$ cat config.mk
export PLATFORM = sky130hd
export DESIGN_NAME = lcd_text_ctrl
export DESIGN_NICKNAME = d
export VERILOG_FILES = /design/src/rtl/lcd_pkg.sv /design/src/rtl/lcd_text_ctrl_byte_tx.sv /design/src/rtl/lcd_text_ctrl.sv
export SDC_FILE = /design/constraint.sdc
export NUM_CORES = 1
export LEC_CHECK = 0
export BUFFER_PORTS_ARGS = -buffer_cell sky130_fd_sc_hd__buf_2
export CAP_MARGIN = 10
export CORE_MARGIN = 2
export CORE_UTILIZATION = 60
export DETAILED_ROUTE_END_ITERATION = 7
export PLACE_DENSITY = 0.88
export SYNTH_ARGS = -nofsm -noshare
export SYNTH_HDL_FRONTEND = slang
export SYNTH_SLANG_ARGS = --single-unit
$ cat constraint.sdc
create_clock -name clk -period 5.85 [get_ports clk]
set_clock_uncertainty 0.05 [all_clocks]
set_input_delay 1.17 -clock clk [delete_from_list [all_inputs] [get_ports clk]]
set_output_delay 1.17 -clock clk [all_outputs]
set_load 0.005 [all_outputs]
$ cat src/rtl/lcd_pkg.sv
// Shared constants, state encodings and row-address helper for the
// character-LCD text controller (HD44780 command set).
package lcd_pkg;

  localparam logic [7:0] FUNC_SET  = 8'h38;
  localparam logic [7:0] DISP_ON   = 8'h0C;
  localparam logic [7:0] DISP_CUR  = 8'h0F;
  localparam logic [7:0] ENTRY     = 8'h06;
  localparam logic [7:0] CLEAR     = 8'h01;
  localparam logic [7:0] SET_DDRAM = 8'h80;

  localparam logic [7:0] ROW_BASE [4] = '{8'h00, 8'h40, 8'h14, 8'h54};

  typedef enum logic [2:0] {
    S_PWRUP,
    S_INIT,
    S_IDLE,
    S_SET_ADDR,
    S_WRITE_CHAR,
    S_CURSOR
  } state_t;

  typedef enum logic [1:0] {
    TX_IDLE,
    TX_SETUP,
    TX_PULSE,
    TX_WAIT
  } tx_state_t;

  function automatic logic [7:0] row_addr(input logic [1:0] r);
    return ROW_BASE[r];
  endfunction

endpackage

$ cat src/rtl/lcd_text_ctrl_byte_tx.sv
// Single-byte LCD bus timing engine: setup, EN pulse, post-EN wait.
// Ports: start/tx_data/tx_rs/long_wait in, done pulse, lcd_data/rs/en out.
module lcd_byte_tx
  import lcd_pkg::*;
#(
  parameter int EN_PULSE_CYC = 25,
  parameter int CMD_WAIT_CYC = 2500,
  parameter int CLR_WAIT_CYC = 100000
) (
  input  logic       clk,
  input  logic       rst,
  input  logic       start,
  input  logic [7:0] tx_data,
  input  logic       tx_rs,
  input  logic       long_wait,
  output logic       done,
  output logic [7:0] lcd_data,
  output logic       lcd_rs,
  output logic       lcd_en
);

  tx_state_t   st;
  logic [31:0] cnt;
  logic        long_q;

  always_ff @(posedge clk) begin
    if (rst) begin
      st       <= TX_IDLE;
      cnt      <= '0;
      long_q   <= 1'b0;
      lcd_data <= 8'h00;
      lcd_rs   <= 1'b0;
    end else begin
      unique case (st)
        TX_IDLE: begin
          if (start) begin
            lcd_data <= tx_data;
            lcd_rs   <= tx_rs;
            long_q   <= long_wait;
            st       <= TX_SETUP;
          end
        end
        TX_SETUP: begin
          cnt <= 32'(EN_PULSE_CYC - 1);
          st  <= TX_PULSE;
        end
        TX_PULSE: begin
          if (cnt == '0) begin
            cnt <= long_q ? 32'(CLR_WAIT_CYC - 1)
                          : 32'(CMD_WAIT_CYC - 1);
            st  <= TX_WAIT;
          end else begin
            cnt <= cnt - 32'd1;
          end
        end
        default: begin
          if (cnt == '0) st <= TX_IDLE;
          else cnt <= cnt - 32'd1;
        end
      endcase
    end
  end

  // DATA/RS keep their value after EN falls until the next start
  assign lcd_en = (st == TX_PULSE);
  assign done   = (st == TX_WAIT) && (cnt == '0);

endmodule

$ cat src/rtl/lcd_text_ctrl.sv
// ROWS x COLS text buffer + HD44780 init/refresh sequencer.
// Ports: clk, rst, wr_* host port, busy, LCD pins DATA/RW/EN/RS/ON. Option: LCD_CURSOR_EN.
module lcd_text_ctrl
  import lcd_pkg::*;
#(
  parameter int ROWS           = 2,
  parameter int COLS           = 16,
  parameter int EN_PULSE_CYC   = 25,
  parameter int CMD_WAIT_CYC   = 2500,
  parameter int CLR_WAIT_CYC   = 100000,
  parameter int PWRUP_WAIT_CYC = 1000000,
  localparam int RW_W = (ROWS > 1) ? $clog2(ROWS) : 1,
  localparam int CW_W = (COLS > 1) ? $clog2(COLS) : 1
) (
  input  logic            clk,
  input  logic            rst,
  input  logic            wr_en,
  input  logic [RW_W-1:0] wr_row,
  input  logic [CW_W-1:0] wr_col,
  input  logic [7:0]      wr_char,
  output logic            busy,
  output logic [7:0]      DATA,
  output logic            RW,
  output logic            EN,
  output logic            RS,
  output logic            ON
);

  localparam logic [RW_W:0]   ROWS_L   = (RW_W+1)'(ROWS);
  localparam logic [CW_W:0]   COLS_L   = (CW_W+1)'(COLS);
  localparam logic [RW_W-1:0] ROW_LAST = RW_W'(ROWS - 1);
  localparam logic [CW_W-1:0] COL_LAST = CW_W'(COLS - 1);
  localparam logic [31:0]     PW_LAST  = 32'(PWRUP_WAIT_CYC - 1);

  state_t          state, state_n;
  logic [31:0]     pw_cnt;
  logic [1:0]      init_idx;
  logic [RW_W-1:0] row_q;
  logic [CW_W-1:0] col_q;
  logic            dirty;
  logic            issued;
  logic            on_q;
  logic [7:0]      char_buf [ROWS][COLS];

  logic       tx_start, tx_rs, tx_long, tx_done;
  logic [7:0] tx_byte;
  logic       wr_ok, col_last, row_last;

`ifdef LCD_CURSOR_EN
  logic [RW_W-1:0] cur_row;
  logic [CW_W-1:0] cur_col;
`endif

  function automatic logic [7:0] init_cmd(input logic [1:0] i);
    logic [7:0] c;
    unique case (i)
      2'd0:    c = FUNC_SET;
`ifdef LCD_CURSOR_EN
      2'd1:    c = DISP_CUR;
`else
      2'd1:    c = DISP_ON;
`endif
      2'd2:    c = ENTRY;
      default: c = CLEAR;
    endcase
    return c;
  endfunction

  assign wr_ok = wr_en
              && ({1'b0, wr_row} < ROWS_L)
              && ({1'b0, wr_col} < COLS_L);
  assign col_last = (col_q == COL_LAST);
  assign row_last = (row_q == ROW_LAST);

  always_ff @(posedge clk) begin
    if (rst) state <= S_PWRUP;
    else     state <= state_n;
  end

  always_comb begin
    state_n  = state;
    tx_start = 1'b0;
    tx_byte  = 8'h00;
    tx_rs    = 1'b0;
    tx_long  = 1'b0;
    unique case (state)
      S_PWRUP: begin
        if (pw_cnt == PW_LAST) state_n = S_INIT;
      end
      S_INIT: begin
        tx_byte  = init_cmd(init_idx);
        tx_long  = (tx_byte == CLEAR);
        tx_start = !issued;
        if (tx_done && init_idx == 2'd3) state_n = S_IDLE;
      end
      S_IDLE: begin
        if (dirty) state_n = S_SET_ADDR;
      end
      S_SET_ADDR: begin
        tx_byte  = SET_DDRAM | row_addr(2'(row_q));
        tx_start = !issued;
        if (tx_done) state_n = S_WRITE_CHAR;
      end
      S_WRITE_CHAR: begin
        tx_byte  = char_buf[row_q][col_q];
        tx_rs    = 1'b1;
        tx_start = !issued;
        if (tx_done && col_last) begin
          if (!row_last) state_n = S_SET_ADDR;
`ifdef LCD_CURSOR_EN
          else state_n = S_CURSOR;
`else
          else state_n = S_IDLE;
`endif
        end
      end
`ifdef LCD_CURSOR_EN
      S_CURSOR: begin
        tx_byte  = SET_DDRAM
                 | (row_addr(2'(cur_row)) + 8'(cur_col));
        tx_start = !issued;
        if (tx_done) state_n = S_IDLE;
      end
`endif
      default: state_n = S_PWRUP;
    endcase
  end

  always_ff @(posedge clk) begin
    if (rst) begin
      pw_cnt   <= '0;
      init_idx <= '0;
      row_q    <= '0;
      col_q    <= '0;
      dirty    <= 1'b1;
      issued   <= 1'b0;
      on_q     <= 1'b0;
      for (int r = 0; r < ROWS; r++)
        for (int c = 0; c < COLS; c++)
          char_buf[r][c] <= 8'h20;
`ifdef LCD_CURSOR_EN
      cur_row <= '0;
      cur_col <= '0;
`endif
    end else begin
      on_q <= 1'b1;
      if (state == S_PWRUP) pw_cnt <= pw_cnt + 32'd1;
      if (tx_start) issued <= 1'b1;
      if (tx_done)  issued <= 1'b0;
      if (state == S_INIT && tx_done)
        init_idx <= init_idx + 2'd1;
      if (state == S_IDLE && dirty) begin
        dirty <= 1'b0;
        row_q <= '0;
      end
      if (state == S_SET_ADDR && tx_done) col_q <= '0;
      if (state == S_WRITE_CHAR && tx_done) begin
        if (!col_last)     col_q <= col_q + CW_W'(1);
        else if (!row_last) row_q <= row_q + RW_W'(1);
      end
      // a host write landing on the clearing edge keeps dirty set
      if (wr_ok) begin
        char_buf[wr_row][wr_col] <= wr_char;
        dirty <= 1'b1;
`ifdef LCD_CURSOR_EN
        if (wr_col == COL_LAST) begin
          cur_col <= '0;
          cur_row <= (wr_row == ROW_LAST) ? '0 : wr_row + RW_W'(1);
        end else begin
          cur_col <= wr_col + CW_W'(1);
          cur_row <= wr_row;
        end
`endif
      end
    end
  end

  lcd_byte_tx #(
    .EN_PULSE_CYC (EN_PULSE_CYC),
    .CMD_WAIT_CYC (CMD_WAIT_CYC),
    .CLR_WAIT_CYC (CLR_WAIT_CYC)
  ) u_tx (
    .clk       (clk),
    .rst       (rst),
    .start     (tx_start),
    .tx_data   (tx_byte),
    .tx_rs     (tx_rs),
    .long_wait (tx_long),
    .done      (tx_done),
    .lcd_data  (DATA),
    .lcd_rs    (RS),
    .lcd_en    (EN)
  );

  assign busy = !(state == S_IDLE && !dirty);
  assign RW   = 1'b0;
  assign ON   = on_q;

endmodule

==> reports/summary.md <==
The floorplan die width is 165 microns, and the total length of routed wires is 39.9 mm. Tracing the worst setup path back leads to its startpoint at rst. The post-synthesis average cell area is 12.4 sq um, and the number of iterations in the first detailed-routing pass is 6.

Buffers added to address setup during post-CTS repair amount to 0. In this run the deepest clock path goes through 3 buffers. The tools report the number of nets in the finished design as 1292. The tools report the final-report hold violation count as 0. The global-route wire length before repair was 61.1 mm. The tool flagged a number of max-cap violations equal to 0.

Compared with the post-synthesis result, the final layout area differs by 9.72%. The starting density of the core came out at 0.614. The final cycle utilization of the critical path was 0.599. For the all-layer global routing usage, the log shows 0.305. The startpoint identified for the worst hold timing path is u_tx.lcd_rs. The floorplan step defined a die boundary enclosing 27200 sq um. The first routing iteration left 1606 violations. The number of flops mapped to enable cells by yosys was 256; the critical path data arrival time was 3620 ps. TritonCTS built the clock tree. The path depth of the worst reg2reg path is 6. The critical path is of the primary input to flop type. Global routing finished with a remaining overflow of 0. The post-synthesis instance area was 15500 sq um; the routed via count divided by cell count was 6.65.

Clock tree synthesis selected as its root buffer the cell sky130_fd_sc_hd__clkbuf_16. The number of nets handed over by synthesis was 1281. Endpoint of the most critical register-to-register path: u_tx.lcd_data[3]. Setup violations remaining at the end of the flow were counted as 0. The smallest clock period supported by the final layout is computed as 3500 ps.

Synthesis produced a netlist whose cell count is 1252. Following the worst setup path forward leads to its endpoint at char_buf[0][94]. The fraction of final layout cells sized beyond drive strength 1 was 0.126; the leakage power was 5.66 nW.

The total count of max-transition violations in the final report was 0; the placed standard-cell area was 15800 sq um. Headroom to the max-slew limit: 0.156. The initial antenna violation count was 0. Pin placement for this block handled 29 I/O pins. The via total after detailed routing is 10800, and the number of warnings reported in the yosys synthesis log is 0. Clock tree synthesis inserted a total of 36 buffers. In the final routed layout, each cell accounts on average for 24.6 microns.

The tools report the via count of the first global-routing pass as 10600. The tools report the number of levels in the clock H-tree as 2. At the pin with the least slew margin, the transition time is 1260 ps. STA classifies the critical path startpoint as a primary input. The total negative slack for setup checks came out at 0 ps. The global placer's final weighted congestion was 0.948; the remaining number of nets flagged by the antenna check after routing was 0. The launching point of the worst reg2reg path is row_last. The most used flip-flop cell after synthesis is sky130_fd_sc_hd__edfxtp_1. The run finished with clean final reports.

The maximum number of pins on one net before global-route repair was 69. By area the synthesized netlist is led by sky130_fd_sc_hd__edfxtp_1 49%, sky130_fd_sc_hd__dfxtp_1 11%, sky130_fd_sc_hd__mux4_2 6.7%. The power density normalized to cell area works out to 411 nW/um^2. The post-CTS clock slew at the launch and capture registers of the worst setup and hold paths is 60 ps. Counting instances in the post-synthesis netlist gives the leading cell types as 256 x sky130_fd_sc_hd__edfxtp_1, 219 x sky130_fd_sc_hd__nor2_1, 108 x sky130_fd_sc_hd__nand2_1. The post-cts resize count was 0; the highest net fanout along the worst path was 8. Setup repair after global routing left no endpoint under its margin. By instance count, the leading cell after synthesis is sky130_fd_sc_hd__edfxtp_1. Class of the tightest hold or removal check: flop to flop. Timing would allow up to 286 MHz. The post-synthesis cell type count was 66; the part of the Yosys area used for sequential elements was 0.609. The final cell area excluding filler cells is 17000 sq um, and the register-to-register setup slack is 2530 ps.

Row generation in the floorplan step produced 58 rows. Final routed DRC violation total: 0. The logs give 25300 sq um for the core area and 25.6 mm for the half-perimeter wire length after detailed placement. After synthesis the netlist holds a flip-flop and latch count of 345. VDD sags by at most 0.408 mV.

STA classifies the critical path endpoint as a flop. The cell type with the highest aggregate area in the netlist is sky130_fd_sc_hd__edfxtp_1. The run gives 540 ps as the clock latency on the worst-skew pair. The CTS sink count came out at 345. The share of async-settable or async-resettable flops after synthesis came out at 0. The vertical extent of the die is 165 microns, and the count of hold-fix buffers inserted at cts is 0. At the worst endpoint, the required time is 5970 ps.

The port buffer count is 27. The logs give 0 for the final antenna diode count and 7.01 mW for the total design power. The fraction of post-synthesis cell area in the top cell type by area came out at 0.495.
## cells by family after synthesis
| logic type | synth area share |
|---|---|
| flops | 0.609 |
| simple gates | 0.161 |
| mux | 0.104 |
| other cells | 0.000241 |
| xor+xnor | 0.0259 |
| fa+ha+maj | 0.0105 |
| compound gates | 0.0613 |
| buf+inv | 0.0279 |
## flip-flops by register name, summed over array words and instances (netlist names), 2 cells and up
| name | flops |
|---|---|
| init_idx | 2 |
| col_q | 4 |
| u_tx.lcd_data | 8 |
| pw_cnt | 32 |
| u_tx.st | 2 |
| state | 3 |
| char_buf | 256 |
| u_tx.cnt | 32 |
## power by group
group	switching (mW)	leakage (nW)	internal, mW	total (mW)
sequential	0.180	3.18	2.85	3.03
clock	0.968	0.579	1.33	2.30
combinational	1.10	1.90	0.575	1.68
total	2.25	5.66	4.76	7.01
## worst min path at each step
stage             endpoint  slack [ps]  cells past startpoint
6_report       u_tx.lcd_rs         430                      2
5_1_grt           row_last         460                      1
4_1_cts           row_last         430                      1
3_5_place_dp      row_last         410                      1
3_3_place_gp      row_last         400                      1
2_1_floorplan     row_last         390                      1
## final cells by class
cell class / instances / area, sq um
clock inverters: 16 / 175
fillers: 1743 / 8280
inverters: 24 / 90.1
well taps: 330 / 413
flip-flops and latches: 345 / 9470
multi-input cells: 816 / 5640
repair buffers: 40 / 236
clock buffers: 50 / 1020
## through the flow
stage | util | setup slack (ps) | instances | hold slack (ps)
final | 0.673 | 2350 | 1621 | 433
after global routing | 0.673 | 2300 | 1621 | 457
after CTS | 0.673 | 2510 | 1620 | 431
after detailed placement | 0.625 | 2050 | 1554 | 410
after global placement | 0.625 | 2150 | 1554 | 404
after floorplan | - | 2920 | 1252 | 390
## cells in the final DEF, fill, tap and decap left out, drive strengths merged, types with 7 or more instances in the layout
| cell type | count |
|---|---|
| a211oi | 10 |
| a21oi | 43 |
| a31oi | 7 |
| and3 | 10 |
| and4 | 12 |
| buf | 40 |
| clkbuf | 50 |
| clkinv | 11 |
| dfxtp | 89 |
| edfxtp | 256 |
| ha | 13 |
| inv | 25 |
| mux2i | 42 |
| mux4 | 52 |
| nand2 | 109 |
| nand2b | 9 |
| nand3 | 34 |
| nand4 | 23 |
| nor2 | 219 |
| nor2b | 9 |
| nor3 | 32 |
| nor3b | 7 |
| nor4 | 23 |
| o21ai | 40 |
| o221ai | 16 |
| o22ai | 9 |
| xnor2 | 22 |
| xor2 | 24 |
## metal layers
metal | global-route usage | routed length [microns] | vias to the layer above
li1 | - | - | 4699
met1 | 0.393 | 14600 | 5216
met2 | 0.488 | 18700 | 744
met3 | 0.0922 | 5260 | 113
met4 | 0.123 | 1390 | 0
met5 | 0 | 0 | -
## critical path, stage by stage
cell and delay [ps]:
sky130_fd_sc_hd__buf_2 100, sky130_fd_sc_hd__inv_1 230, sky130_fd_sc_hd__nand2_1 180, sky130_fd_sc_hd__nor4b_2 850, sky130_fd_sc_hd__nand2_1 520, sky130_fd_sc_hd__nand2_1 560
No activity file was read; power rests on OpenSTA's default activity.
